## src/rtl/adler32_ctrl.sv

```systemverilog
// Adler-32 job sequencer: takes a byte count, then that many bytes, and
// emits {B,A} with a single-cycle valid pulse.
module adler32_ctrl #(
  parameter int unsigned SIZE_W  = 32,
  parameter int unsigned MODULUS = 65521
) (
  input  logic              clock,
  input  logic              rst,
  input  logic [SIZE_W-1:0] size,
  input  logic              size_valid,
  output logic              size_ready,
  input  logic [7:0]        data,
  input  logic              data_valid,
  output logic              data_ready,
  output logic [31:0]       checksum,
  output logic              checksum_valid
);

  typedef enum logic [1:0] {
    StIdle = 2'b00,
    StRun  = 2'b01,
    StDone = 2'b10
  } state_e;

  localparam logic [16:0] Mod = 17'(MODULUS);

  state_e            state_q, state_d;
  logic [SIZE_W-1:0] count_q, count_d;
  logic [15:0]       a_q, a_d, b_q, b_d;
  logic [31:0]       checksum_q, checksum_d;

  logic [16:0] a_sum, b_sum;
  logic [15:0] a_mod, b_mod;

  // Both accumulators stay below the modulus, so one subtract per stage suffices.
  always_comb begin
    a_sum = {1'b0, a_q} + {9'b0, data};
    a_mod = 16'((a_sum >= Mod) ? (a_sum - Mod) : a_sum);
    b_sum = {1'b0, b_q} + {1'b0, a_mod};
    b_mod = 16'((b_sum >= Mod) ? (b_sum - Mod) : b_sum);
  end

  always_comb begin
    state_d        = state_q;
    count_d        = count_q;
    a_d            = a_q;
    b_d            = b_q;
    checksum_d     = checksum_q;
    size_ready     = 1'b0;
    data_ready     = 1'b0;
    checksum_valid = 1'b0;
    case (state_q)
      StIdle: begin
        size_ready = 1'b1;
        if (size_valid) begin
          count_d = size;
          a_d     = 16'd1;
          b_d     = 16'd0;
          if (size == '0) begin
            state_d    = StDone;
            checksum_d = 32'h0000_0001;
          end else begin
            state_d = StRun;
          end
        end
      end
      StRun: begin
        data_ready = 1'b1;
        if (data_valid) begin
          a_d     = a_mod;
          b_d     = b_mod;
          count_d = count_q - SIZE_W'(1);
          if (count_q == SIZE_W'(1)) begin
            state_d    = StDone;
            checksum_d = {b_mod, a_mod};
          end
        end
      end
      StDone: begin
        checksum_valid = 1'b1;
        state_d        = StIdle;
      end
      default: state_d = StIdle;
    endcase
  end

  always_ff @(posedge clock) begin
    if (rst) begin
      state_q    <= StIdle;
      count_q    <= '0;
      a_q        <= 16'd1;
      b_q        <= 16'd0;
      checksum_q <= 32'h0000_0001;
    end else begin
      state_q    <= state_d;
      count_q    <= count_d;
      a_q        <= a_d;
      b_q        <= b_d;
      checksum_q <= checksum_d;
    end
  end

  assign checksum = checksum_q;

endmodule

```

## config.mk

```make
export PLATFORM = sky130hd
export DESIGN_NAME = adler32_ctrl
export DESIGN_NICKNAME = d
export VERILOG_FILES = /design/src/rtl/adler32_ctrl.sv
export SDC_FILE = /design/constraint.sdc
export NUM_CORES = 1
export LEC_CHECK = 0
export CAP_MARGIN = 40
export CORE_MARGIN = 1.5
export CORE_UTILIZATION = 45
export DETAILED_ROUTE_END_ITERATION = 12
export GPL_TIMING_DRIVEN = 0
export PLACE_DENSITY = 0.66
export REMOVE_ABC_BUFFERS = 1
export SLEW_MARGIN = 20
export SYNTH_ARGS = -nofsm -noshare
export SYNTH_HDL_FRONTEND = slang
export SYNTH_SLANG_ARGS = --single-unit
```

## constraint.sdc

```tcl
create_clock -name clock -period 14.5 [get_ports clock]
set_input_delay 2.9 -clock clock [delete_from_list [all_inputs] [get_ports clock]]
set_output_delay 2.9 -clock clock [all_outputs]
set_load 0.005 [all_outputs]
```

==> results.txt <==
The flow ran to the end, and the final reports show no timing, DRC or antenna violations. The number of global-route vias before repair came out at 5834. In the final layout, the multi-input gates occupy 4450 sq um. Data on the critical path is required at its endpoint by 14.75 ns. Before antenna repair, the detailed router went through 5 iterations. The layout has 1387 filler cells. At the pin with the least slew margin, the transition time is 0.787 ns.

Summing over every cut layer, the via total after detailed routing is 6487. The run gives 31 as the largest net degree at the start of global routing. The first global-routing pass estimated 30200 microns of wire. Launch point of the worst hold path: checksum[6]. Number of buffers inserted during clock tree synthesis: 9. Derived from the worst setup path, the maximum achievable clock frequency is 105 MHz. In this run the number of H-tree levels came out at 3. For the final hold violation count, the log shows 0. In this run the critical register-to-register path is captured at checksum[21].

In the synthesized netlist, the number of instances is 857. In this run the deepest clock path goes through 2 buffers. The critical path goes through clkdlybuf4s50_1, ha_1, fa_1, nand3_1, nand2_1, nor4bb_1, o31ai_1, or2_2, o41ai_4, xnor2_1, ha_1, inv_1, fa_1, nand3b_1, a21oi_1, o2111ai_1, nor3b_1, nor4_4, nor4b_2, buf_4, o211ai_1, xnor2_1, a22o_1. The via-per-instance ratio is 5.92. For the total global-route track usage, the log shows 0.236. The main flop type after synthesis was dfxtp_1.

Yosys mapped a number of flops with a built-in enable equal to 0. Storage element area: 1960 sq um. For the area of the placeable core, the log shows 14500 sq um. The post-synthesis sequential area ratio is 0.294, and the number of rows in the core area is 44. The analysis attributes to cell leakage a power of 3.02 nW. The worst hold path belongs to the class reg -> reg.

The number of antenna violations at the first check in global routing is 0, and the die outline area is 15600 sq um. The final period demand of the worst path works out to 9.57 ns. Max-cap violations in this run came to 0. The relative slew slack was 0.475; the final antenna-violating net count was 0. The clock reaches the later pin of the worst-skew pair after 0.36 ns.

The setup path with the least slack is of type in -> reg. After clock tree synthesis, the clock-pin slew on the worst setup and hold paths is 0.07 ns. The run gives 0.0518 mV as the maximum vdd drop. Most instantiated library cell after synthesis: nand2_1. The worst hold path terminates at checksum[6]. The synthesized design contains 98 register bits. During placement, the flow inserted port buffers numbering 78. Between clock sinks in the finished design, the worst skew comes to 0.0113 ns.

In this run the power density over the cells is 95.5 nW/um^2. The slowest stage of the critical path belongs to the cell nor4b_2. The master cell of the clock root buffer was clkbuf_16. The clock sink count is 98, and the proportion of layout cells with a drive suffix above 1 is 0.0647.

In this run, post-CTS hold repair placed 0 buffers. The number of DRC violations after detailed-routing iteration 0 is 409, and the number of distinct standard cells referenced by the synthesized netlist is 81. The tools report the final weighted congestion in routability-driven placement as 0.862.

Of all cell types, the one taking the most synthesized area is dfxtp_1. Arrival time at the worst endpoint: 9.82 ns. Startpoint of the worst-slack reg-to-reg timing path: a_q[0]. The launch point of the worst path is data[0].

The run gives 6670 sq um as the combined area of all synthesized cells. For the final-report setup violation count, the log shows 0. The hold-critical path depth came out at 2. By count the netlist is led by nand2_1, dfxtp_1, nor2_1, a21oi_1, o21ai_1.

Relative to the synthesized area, the layout overhead comes to 20.1%. TritonCTS built the clock tree. After detailed routing, the average wire length per cell comes to 16.9 microns. The repair_antennas step left the layout with diodes totalling 0. The depth of the worst register-to-register path came out at 22. The total number of yosys warnings came out at 0. The die height was 125 microns; the total wirelength of the detailed-routed design was 18500 microns. The floorplan step set the die width to 125 microns.

The quantity of gates resized following cts came out at 0. STA classifies the critical path endpoint as a register. STA classifies the critical path startpoint as an input port.

For the effective utilization at floorplan, the log shows 0.460. For this run, the slowest stage of the critical path takes 0.66 ns. The number of buffers inserted by post-CTS setup repair was 0; the placed wire-length estimate was 13600 microns.

The top cell type's share of synthesized area was 0.294; the number of pins exceeding their max-slew limit in the final report was 0. Setup repair after global routing left no endpoint under its margin. The final worst-path cycle share works out to 0.660.

The total global routing overflow is 0, and the setup TNS is 0 ns. The largest driver fanout on the critical path is 7. The async set-reset flop share out of synthesis was 0. The average instance in the mapped netlist occupies 7.78 sq um. For the DRC violations left, the log shows 0.

In this run the register-to-register setup slack is 7.63 ns. By area the synthesized netlist is led by dfxtp_1, ha_1, nand2_1. Prior to clock tree synthesis, the placed netlist has a worst setup slack of 4.62 ns. In the final design database the tool counted 985 nets. During I/O placement, the number of pins put on the boundary was 79.

Once routing completed, OpenROAD measured the worst setup slack at 4.93 ns.
[cells by family (layout without fill, tap and decap cells)]
group           Yosys count  after routing  synth area share
simple gates            325            325             0.247
compound gates          271            271             0.276
flops                    98             98             0.294
buf+inv                  76            131            0.0445
xor+xnor                 51             51            0.0691
fa+ha+maj                34             34            0.0661
mux                       2              2           0.00300
[how the worst max path moves through the flow]
stage / cells past startpoint / end / slack (ns)
after detailed placement: 23 / checksum[21] / 4.62
final: 23 / checksum[21] / 4.93
after global routing: 23 / b_q[5] / 4.51
after global placement: 22 / checksum[25] / 4.48
after floorplan: 20 / b_q[5] / 6.03
after CTS: 23 / b_q[5] / 4.99
[state kept, by name (all words and copies together), names as in the netlist]
| name | cells |
|---|---|
| a_q | 16 |
| count_q | 32 |
| state_q | 2 |
| checksum | 32 |
| b_q | 16 |
[layout make-up]
class,count,share of cell area
multi-input cells,683,0.555
flip-flops and latches,98,0.245
repair buffers,88,0.119
clock buffers,11,0.0316
well taps,184,0.0288
inverters,27,0.0127
clock inverters,5,0.00750
[cell usage in the layout, fill, tap and decap left out, types with 15 or more instances in the layout]
| master | synthesis | final |
|---|---|---|
| nor3_1 | 33 | 31 |
| xor2_1 | 22 | 22 |
| or3_1 | 21 | 21 |
| a22o_1 | 16 | 16 |
| o21ai_1 | 43 | 43 |
| inv_1 | 26 | 26 |
| xnor2_1 | 28 | 28 |
| a21oi_1 | 63 | 62 |
| o21ai_0 | 25 | 25 |
| dfxtp_1 | 98 | 97 |
| ha_1 | 32 | 32 |
| clkdlybuf4s50_1 | 0 | 77 |
| nand2_1 | 99 | 99 |
| nor2_1 | 69 | 68 |
| a211oi_1 | 15 | 15 |
| nand3_1 | 22 | 22 |
| o22ai_1 | 15 | 15 |
[per-layer routing]
layer  track usage  wire [microns]  share of wire
met1         0.331            9100           0.49
met2         0.373            8390           0.45
met3        0.0348             747          0.040
met4        0.0723             259          0.014
met5             0               0              0
[power breakdown]
group          internal (W)  switching [W]  leakage (nW)  total [W]
clock              0.000144       0.000112         0.152   0.000256
combinational     0.0000855       0.000123          2.07   0.000208
sequential         0.000284      0.0000163         0.797   0.000300
total              0.000513       0.000252          3.02   0.000765
[metrics by stage]
stage          area (sq um)  total power [W]  hold slack, ns  cells   util
3_5_place_dp           7670         0.000512           0.441   1078  0.530
2_1_floorplan          6470         0.000442           0.431    808      -
5_1_grt                8010         0.000800           0.466   1096  0.553
6_report               8010         0.000765           0.446   1096  0.553
3_3_place_gp           7480         0.000501           0.437   1070  0.517
4_1_cts                7980         0.000766           0.451   1094  0.551
[worst max-delay path: cells and delay by family]
kind | cells | cell delay (ns)
AND/OR/NAND/NOR | 8 | 2.64
XOR/XNOR | 2 | 0.42
AO/OA/AOI/OAI | 6 | 1.66
buffers and inverters | 3 | 0.78
adder cells (fa/ha/maj) | 4 | 1.41
No activity file was read; power rests on OpenSTA's default activity.
